$ cat config.mk
export PLATFORM = sky130hd
export DESIGN_NAME = wb_arbiter
export DESIGN_NICKNAME = d
export VERILOG_FILES = /design/src/rtl/wb_arbiter.sv
export SDC_FILE = /design/constraint.sdc
export NUM_CORES = 1
export LEC_CHECK = 0
export CORE_ASPECT_RATIO = 1.2
export CORE_MARGIN = 8
export CORE_UTILIZATION = 28
export DETAILED_ROUTE_END_ITERATION = 6
export SYNTH_ARGS = -nofsm -noshare
export SYNTH_HDL_FRONTEND = slang
export SYNTH_SLANG_ARGS = --single-unit
$ cat constraint.sdc
create_clock -name clk -period 4.3 [get_ports clk]
set_input_delay 0.86 -clock clk [delete_from_list [all_inputs] [get_ports clk]]
set_output_delay 0.86 -clock clk [all_outputs]
set_load 0.02 [all_outputs]
$ cat src/rtl/wb_arbiter.sv
// Write-back arbiter: merges ALU and buffered LSU results into the register-file write port and keeps the pending-write scoreboard.
// Optional macro WB_BYPASS_EN adds write-port bypass outputs for the issue stage.
module wb_arbiter #(
    parameter int XLEN      = 32,
    parameter int LSU_DEPTH = 4
) (
    input  logic            clk,
    input  logic            reset,
    input  logic            issue_valid,
    input  logic [4:0]      issue_rd,
    input  logic            alu_valid,
    output logic            alu_ready,
    input  logic [4:0]      alu_rd,
    input  logic [XLEN-1:0] alu_data,
    input  logic            lsu_valid,
    output logic            lsu_ready,
    input  logic [4:0]      lsu_rd,
    input  logic [XLEN-1:0] lsu_data,
    output logic            rf_we,
    output logic [4:0]      rf_wa,
    output logic [XLEN-1:0] rf_wd,
    input  logic [4:0]      query_ra1,
    input  logic [4:0]      query_ra2,
    output logic            busy1,
    output logic            busy2
`ifdef WB_BYPASS_EN
    ,
    output logic            byp1_valid,
    output logic            byp2_valid,
    output logic [XLEN-1:0] byp1_data,
    output logic [XLEN-1:0] byp2_data
`endif
);

    localparam int PTR_W = $clog2(LSU_DEPTH);
    localparam int CNT_W = PTR_W + 1;

    localparam logic [1:0] SRC_NONE = 2'd0;
    localparam logic [1:0] SRC_ALU  = 2'd1;
    localparam logic [1:0] SRC_FIFO = 2'd2;

    logic [4:0]      fifo_rd   [LSU_DEPTH];
    logic [XLEN-1:0] fifo_data [LSU_DEPTH];
    logic [PTR_W-1:0] head;
    logic [PTR_W-1:0] tail;
    logic [CNT_W-1:0] count;
    logic             full;
    logic             empty;
    logic             push;
    logic             pop;

    logic [1:0]       sel;
    logic [4:0]       win_rd;
    logic [XLEN-1:0]  win_data;

    logic [31:0]      scoreboard;
    logic [31:0]      scoreboard_next;

    assign full  = (count == CNT_W'(LSU_DEPTH));
    assign empty = (count == '0);

    assign alu_ready = !reset && !full;
    assign lsu_ready = !reset && !full;
    assign push      = lsu_valid && lsu_ready;
    assign pop       = (sel == SRC_FIFO);

    // A full FIFO takes the port ahead of the ALU so loads can never starve.
    always_comb begin
        sel      = SRC_NONE;
        win_rd   = 5'd0;
        win_data = '0;
        if (!reset) begin
            if (full) begin
                sel = SRC_FIFO;
            end else if (alu_valid) begin
                sel = SRC_ALU;
            end else if (!empty) begin
                sel = SRC_FIFO;
            end
        end
        if (sel == SRC_ALU) begin
            win_rd   = alu_rd;
            win_data = alu_data;
        end else if (sel == SRC_FIFO) begin
            win_rd   = fifo_rd[head];
            win_data = fifo_data[head];
        end
    end

    always_ff @(posedge clk) begin
        if (push) begin
            fifo_rd[tail]   <= lsu_rd;
            fifo_data[tail] <= lsu_data;
        end
    end

    always_ff @(posedge clk) begin
        if (reset) begin
            head  <= '0;
            tail  <= '0;
            count <= '0;
        end else begin
            if (push) begin
                tail <= tail + PTR_W'(1);
            end
            if (pop) begin
                head <= head + PTR_W'(1);
            end
            case ({push, pop})
                2'b10:   count <= count + CNT_W'(1);
                2'b01:   count <= count - CNT_W'(1);
                default: count <= count;
            endcase
        end
    end

    // Writes to x0 are consumed like any other result but never enable the port.
    always_ff @(posedge clk) begin
        if (reset) begin
            rf_we <= 1'b0;
            rf_wa <= 5'd0;
            rf_wd <= '0;
        end else if (sel != SRC_NONE) begin
            rf_we <= (win_rd != 5'd0);
            rf_wa <= win_rd;
            rf_wd <= win_data;
        end else begin
            rf_we <= 1'b0;
        end
    end

    // The set is applied after the clear so a re-issue to the register being written stays pending.
    always_comb begin
        scoreboard_next = scoreboard;
        if (rf_we) begin
            scoreboard_next[rf_wa] = 1'b0;
        end
        if (issue_valid && (issue_rd != 5'd0)) begin
            scoreboard_next[issue_rd] = 1'b1;
        end
        scoreboard_next[0] = 1'b0;
    end

    always_ff @(posedge clk) begin
        if (reset) begin
            scoreboard <= '0;
        end else begin
            scoreboard <= scoreboard_next;
        end
    end

`ifdef WB_BYPASS_EN
    assign byp1_valid = rf_we && (query_ra1 == rf_wa) && (query_ra1 != 5'd0);
    assign byp2_valid = rf_we && (query_ra2 == rf_wa) && (query_ra2 != 5'd0);
    assign byp1_data  = rf_wd;
    assign byp2_data  = rf_wd;
    assign busy1      = scoreboard[query_ra1] && !byp1_valid;
    assign busy2      = scoreboard[query_ra2] && !byp2_valid;
`else
    assign busy1      = scoreboard[query_ra1];
    assign busy2      = scoreboard[query_ra2];
`endif

endmodule
Word-level counts from Yosys, hierarchy flattened
Memories as Yosys holds them, arrays and structs flattened. A register that Yosys moved wholly into a read port is not among the register bits.
Cells that the tools add are included.

storage, ports and cells
  register bits = 77
  bits in writable memories = 148
  bits of input ports = 94
  output and inout bits = 42
  logic and storage cells = 67
  memories kept = 2

cells by class
  add/subtract/negate cells = 4
  order comparisons = 6
  equality and inequality tests = 5
  multiplexer cells = 25
  bitwise operators = 4
  reduce and logical (&&, ||, !) cells = 13

memory list
  memory     depth  bits a word  rd ports  clocked after Yosys merged registers in  write ports  RTL line  RTL
  fifo_data  4      32           1         1                                        1            43        logic [XLEN-1:0] fifo_data [LSU_DEPTH];
  fifo_rd    4      5            1         1                                        1            42        logic [4:0] fifo_rd [LSU_DEPTH];

operator list
  operator                                                     count
  two-way mux 32 bit                                           4
  bitwise AND 32 bit                                           1
  inverter 32 bit                                              1
  bitwise OR 32 bit                                            1
  less-than comparator 5 x 6 -> 1 bit (second input constant)  4
  two-way mux 2 bit                                            8
  binary-select mux 1 bit (select 5 bit)                       2
  demux 1 bit (select 5 bit)                                   2
  >= comparator 5 x 1 -> 1 bit (second input constant)         2
  two-way mux 5 bit                                            2
  nonzero test 5 bit                                           2
  two-way mux 1 bit                                            6
  case mux 3 bit (2 select lines)                              1
  logical AND 1 bit                                            5
  adder 2 x 1 -> 2 bit (second input constant)                 2
  == test 2 x 1 -> 1 bit (second input constant)               2
  == test 2 bit (second input constant)                        2
  nonzero test 2 bit                                           2
  adder 3 x 1 -> 3 bit (second input constant)                 1
  == test 3 bit (second input constant)                        1
  zero test 3 bit                                              1
  subtractor 3 x 1 -> 3 bit (second input constant)            1
  zero test 1 bit                                              2
  OR reduction 2 bit                                           1
  inverter 1 bit                                               1

Depth between registers and ports, before layout
Gate-level depths: netlist (run 1).

  word-level depth = 9
  mapped depth = 11
  depth with buffers taken out = 8

Least setup slack after synthesis (run 1)
OpenSTA, ideal clock, no wires.

  kind = input port to output port
  start point = input port query_ra1[0]
  end point = output port busy1
  arrival time = 2131 ps
  data required time = 3440 ps
  slack = 1309 ps
  stages = 5
  path buffers = 1
  cells stage by stage = clkbuf_1 mux4_2 nand2b_1 o211ai_1 nand4_1

on the way
  cells in the longest elaborated chain, start to end = 2

RTL lines
  item                                     RTL line  RTL
  from (decl)                              22        input logic [4:0] query_ra1,
  binary-select mux 1 bit (select 5 bit)   160       assign busy1 = scoreboard[query_ra1];
  two-way mux 1 bit (not written as such)  160
  to (decl)                                24        output logic busy1,

Every way passes these cells. The select of a mux whose other input is x is not followed.

Worst setup path in the final report (run 1)
  start point = input port query_ra2[0]
  end point = output port busy2

on the way
  cells in the longest elaborated chain, start to end = 2

RTL lines
  item                                     RTL line  RTL
  from (decl)                              23        input logic [4:0] query_ra2,
  binary-select mux 1 bit (select 5 bit)   161       assign busy2 = scoreboard[query_ra2];
  two-way mux 1 bit (not written as such)  161
  to (decl)                                25        output logic busy2

Every way passes these cells. The select of a mux whose other input is x is not followed.

==> results of run 1 <==
==> Yosys cell counts, types with 12 or more instances <==
cell        n  area share (%)
buf_2      12            0.66
nand3_1    12            0.66
o21ai_0    40             2.2
nor2_1     37             1.5
clkbuf_1   20            0.82
a222oi_1   18             2.0
mux4_2     43              11
dfxtp_1    78              17
edfxtp_1  148              49
a21oi_1    48             2.6
mux2i_1    18             2.0
nand2_1    55             2.3
a22oi_1    21             1.7
==> per-layer routing <==
metal  GRT usage [%]  up-vias  part of all wire [%]
li1                -     2728                     -
met1            13.9     2907                    41
met2            20.7      166                    51
met3            3.20       31                   6.9
met4            2.63        6                   1.2
met5               0        -                  0.14
==> area by class of cell <==
| class | instances | area (sq um) |
|---|---|---|
| clock buffers | 29 | 618 |
| flip-flops and latches | 226 | 6010 |
| multi-input cells | 358 | 2910 |
| well taps | 407 | 509 |
| clock inverters | 13 | 131 |
| inverters | 8 | 30.0 |
| repair buffers | 146 | 1430 |
| fillers | 3143 | 20600 |
==> flip-flops by register name, summed over array words and instances (netlist names), named ones only <==
name	cells
fifo_data	128
rf_wd	32
scoreboard	31
fifo_rd	20
rf_wa	5
count	3
head	2
tail	2
rf_we	1
==> kinds of logic (layout without fill, tap and decap cells) <==
group	count (synthesis)	after routing	synth area share, %
flops	226	226	65.6
simple gates	147	147	7.77
compound gates	138	138	9.86
mux	62	62	12.7
buf+inv	48	196	2.71
fa+ha+maj	6	6	0.902
xor+xnor	5	5	0.479
==> how the worst max path moves through the flow <==
stage	start	end	slack, ns	depth (start not counted)
4_1_cts	query_ra2[0]	busy2	0.38	6
2_1_floorplan	query_ra1[0]	busy1	1.31	5
5_1_grt	query_ra2[0]	busy2	0.26	6
3_5_place_dp	query_ra2[0]	busy2	0.38	6
3_3_place_gp	query_ra2[0]	busy2	0.43	6
6_report	query_ra2[0]	busy2	0.40	6
==> through the flow <==
| stage | setup slack [ns] | util [%] | instances | cell area [sq um] | hold WS [ns] |
|---|---|---|---|---|---|
| 6_report | 0.400 | 36.1 | 1187 | 11600 | 0.491 |
| 5_1_grt | 0.257 | 36.1 | 1187 | 11600 | 0.510 |
| 4_1_cts | 0.377 | 36.1 | 1187 | 11600 | 0.495 |
| 3_5_place_dp | 0.381 | 33.7 | 1145 | 10900 | 0.486 |
| 3_3_place_gp | 0.426 | 33.7 | 1145 | 10900 | 0.485 |
| 2_1_floorplan | 1.31 | - | 632 | 9150 | 0.460 |
==> worst register-to-register path, cell delays in order, from the launching register on <==
cell and delay, ns:
dfxtp_1 0.45, or3b_1 0.40, nand3_1 0.18, ha_1 0.21, inv_1 0.06, fa_1 0.37, xor2_1 0.16, or3_2 0.40
a21oi_1 0.14
==> where the power goes <==
| part | switching, mW | internal, mW |
|---|---|---|
| logic | 0.750 | 0.683 |
| registers | 0.160 | 2.52 |
| clock network | 0.823 | 1.15 |
==> results.cfg, run 1 <==
[outcome]
status = completed

[global_routing]
gr-usage-all-layers_pct = 11.7
grt_max_degree = 71
antenna_found_initial = 3
overflow = 0
grt_pass1_wl_mm = 35.8
grt_pass1_vias = 6192

[floorplan]
rows = 72
fp.dieH_um = 214
die_w_um = 181
core-area_sq_um = 32300
dieArea_sq_um = 38800
start_util_pct = 28.4
boundaryPins = 136

[synth]
syn_inst = 632
yosysWarnings = 0
ys_ff_latch = 226
syn_area_per_cell_sq_um = 14.5
ys_types = 45
synth-async-reset-ratio_pct = 0
netlist_area_sq_um = 9150
synth-main-ff-cell = edfxtp_1
yosysSeqAreaShare_pct = 65.6
syn_nets = 732
synth-edff-count = 148

[setup_path]
path_buf_inv = 2
ff2ff_setup_slack_ns = 1.87
r2r_end = count[2]$_SDFFE_PP0P_
critPathSlowestCell = clkdlybuf4s50_1
crit_path_start_kind = input pin
r2r_cells = 8
crit_chain = clkdlybuf4s50_1, mux4_2, nand2b_1, o2111ai_1, nand4_1, clkdlybuf4s50_1
critical_path_class = input pin to output port
crit_fanout = 7
max_stage_delay_ns = 0.68
crit_family = buffers and inverters
path_common_cell = clkdlybuf4s50_1
critPathArrivalTime_ns = 3.04
crit_path_end_kind = output port
reg2reg_from = count[2]$_SDFFE_PP0P_
cp.required_ns = 3.44

[clock_tree]
htreeDepth = 1
clock_path_buffers = 3
postCtsSetupBuffers = 0
hold_buffers = 0
root_buffer = clkbuf_16
clk_latency_ns = 0.51
cts_resized = 0
cts_buffers = 23
cts_sinks = 226
cts.clk_slew.worst_paths_ns = 0.06
cts_tree = yes

[timing]
fin_crit_sh_pct = 90.7
drv_slew = 0
fin_setup_tns_ns = 0
rsz0062_at_grt = false
setup_viol = 0
finalClockSkew_ns = 0.0141
slew_headroom_pct = 29.8
tightestPinTransition_ns = 1.05
finalHoldViolations = 0
fin_crit_ns = 3.90
fmax_mhz = 256

[layout]
drive_gt1_share_pct = 13.6
mostFrequentLayoutCells = edfxtp_1 (148), clkdlybuf4s50_1 (134), dfxtp_1 (76)
layout_commonest_cell = edfxtp_1
synthToLayoutAreaGrowth_pct = 27.1
n_antenna_cell = 0
num-nets-final = 863

[power]
power_density_nw_per_um2 = 523
leakage_nw = 3.77
design_power_total_mw = 6.08
ir_worst_vdd_v = 0.000387

[route]
wl_per_cell_um = 19.5
firstDrtPassIters = 5
via_count = 5838
via_per_inst = 4.92
drt-initial-drc-count = 347
ant_nets = 0
route.detailed.drc = 0
routed_wl_mm = 23.2

[min_path]
hold_class = flop to flop
min-delay-start = scoreboard[18]$_SDFF_PP0_
hold-path-endpoint = scoreboard[18]$_SDFF_PP0_
hold_depth = 2

[placed_design]
gp_congestion = 0.830
portBuffers = 135
dp_hpwl_mm = 15.9

[job]
cap_violations = 0
No activity file was read; power rests on OpenSTA's default activity.
==> run 2, diff against run 1 <==
PLACE_DENSITY = 0.46   (was unset)
==> results.cfg, run 2 (synthesis results as in run 1) <==
[power]
ir_worst_vdd_v = 0.000283
power_switching_mw = 1.76
p_comb_share_pct = 22.7
power_density_nw_per_um2 = 526
clkPwrFrac_pct = 32.5
leakage_nw = 3.78
switching_share_pct = 28.8
design_power_total_mw = 6.12
seq_power_share_pct = 44.7
internal_power_mw = 4.36

[timing]
finalClockSkew_ns = 0.0136
hold_slack_ns = 0.505
slew_headroom_pct = 26.4
fin_crit_ns = 3.92
worst_slack_ns = 0.376
tightestPinTransition_ns = 1.10
drv_slew = 0
fin_setup_tns_ns = 0
rsz0062_at_grt = false
finalHoldViolations = 0
fmax_mhz = 255
fin_crit_sh_pct = 91.3
setup_viol = 0

[setup_path]
reg2reg_from = count[2]$_SDFFE_PP0P_
critPathArrivalTime_ns = 3.06
crit_path_start_kind = input pin
r2r_end = count[2]$_SDFFE_PP0P_
critical_path_class = input pin to output port
r2r_cells = 8
cp.required_ns = 3.44
crit_path_end_kind = output port
ff2ff_setup_slack_ns = 1.84
crit_fanout = 7

[clock_tree]
clock_path_buffers = 3
postCtsSetupBuffers = 0
cts_buffers = 25
clk_latency_ns = 0.51
cts_tree = yes
htreeDepth = 1
hold_buffers = 0
cts_sinks = 226
cts.clk_slew.worst_paths_ns = 0.06
cts_resized = 0
root_buffer = clkbuf_16

[min_path]
hold_class = flop to flop
hold_depth = 2
hold-path-endpoint = scoreboard[24]$_SDFF_PP0_
min-delay-start = scoreboard[24]$_SDFF_PP0_

[floorplan]
fp.dieH_um = 214
rows = 72
boundaryPins = 136
core-area_sq_um = 32300
die_w_um = 181
dieArea_sq_um = 38800
start_util_pct = 28.4

[layout]
largest_reg_flops = 128
drive_gt1_share_pct = 13.2
num-nets-final = 864
n_fill_cell = 3140
layout_commonest_cell = edfxtp_1
n_antenna_cell = 0
reg_top3 = fifo_data x128, rf_wd x32, scoreboard x31
synthToLayoutAreaGrowth_pct = 27.2
final_util_pct = 36.1
mostFrequentLayoutCells = edfxtp_1 (148), clkdlybuf4s50_1 (134), dfxtp_1 (76)
largest-register = fifo_data

[placed_design]
portBuffers = 135
dp_hpwl_mm = 17.1
gp_congestion = 0.822
dpl_worst_slack_ns = 0.377

[route]
wl_per_cell_um = 21.4
firstDrtPassIters = 6
routed_wl_mm = 25.5
ant_nets = 0
via_count = 5996
route.detailed.drc = 0
drt-initial-drc-count = 356
via_per_inst = 5.04

[global_routing]
antenna_found_initial = 3
grt_pass1_vias = 6658
overflow = 0
gr-usage-all-layers_pct = 12.8
grt_pass1_wl_mm = 39.0
grt_max_degree = 75

[outcome]
status = completed

[job]
cap_violations = 0
run 2: changes by cell type in the layout (fill, tap and decap cells not counted), sizes merged:
cell / previous run / this run
clkbuf: 29 / 33
clkinv: 7 / 10
clkinvlp: 3 / 1
buf: 12 / 11
bufinv: 2 / 1
inv: 9 / 8
run 2: routing by layer:
metal  share of wire [%]  vias to the layer above  GRT usage (%)
li1                    -                     2723              -
met1                  40                     3006           14.8
met2                  50                      207           22.5
met3                 7.7                       56           4.03
met4                 2.7                        4           3.78
met5                0.11                        -              0
run 2: per-stage QoR:
stage | instances | area [sq um]
2_1_floorplan | 632 | 9150
3_3_place_gp | 1144 | 10900
3_5_place_dp | 1144 | 10900
4_1_cts | 1189 | 11600
5_1_grt | 1189 | 11600
6_report | 1189 | 11600
run 2: critical path, stage by stage:
cell,delay [ns]
clkdlybuf4s50_1,0.68
mux4_2,0.55
nand2b_1,0.15
o211ai_1,0.10
nand4_1,0.15
clkdlybuf4s50_1,0.58
run 2: worst max path at each step:
stage	start	slack [ns]	cells after the start	end
after floorplan	query_ra1[0]	1.31	5	busy1
after global placement	query_ra1[0]	0.38	6	busy1
after detailed placement	query_ra1[0]	0.38	6	busy1
after CTS	query_ra1[0]	0.37	6	busy1
after global routing	query_ra2[0]	0.25	6	busy2
final	query_ra1[0]	0.38	6	busy1
run 2: cell type report:
type / count / area [sq um] / share of cell area [%]
sequential: 226 / 6010 / 51.6
multi-input combinational: 358 / 2910 / 25.0
timing repair buffer: 145 / 1420 / 12.2
clock buffer: 33 / 676 / 5.80
tap: 407 / 509 / 4.37
clock inverter: 12 / 88.8 / 0.763
inverter: 8 / 30.0 / 0.258
run 2: power groups by stage:
stage	logic (mW)	registers, mW	clock network, mW
finish	1.39	2.74	1.99
global route	1.51	2.78	2.13
CTS	1.43	2.75	2.06
detailed placement	1.42	2.79	0
global placement	1.39	2.78	0
floorplan	0.804	2.79	0
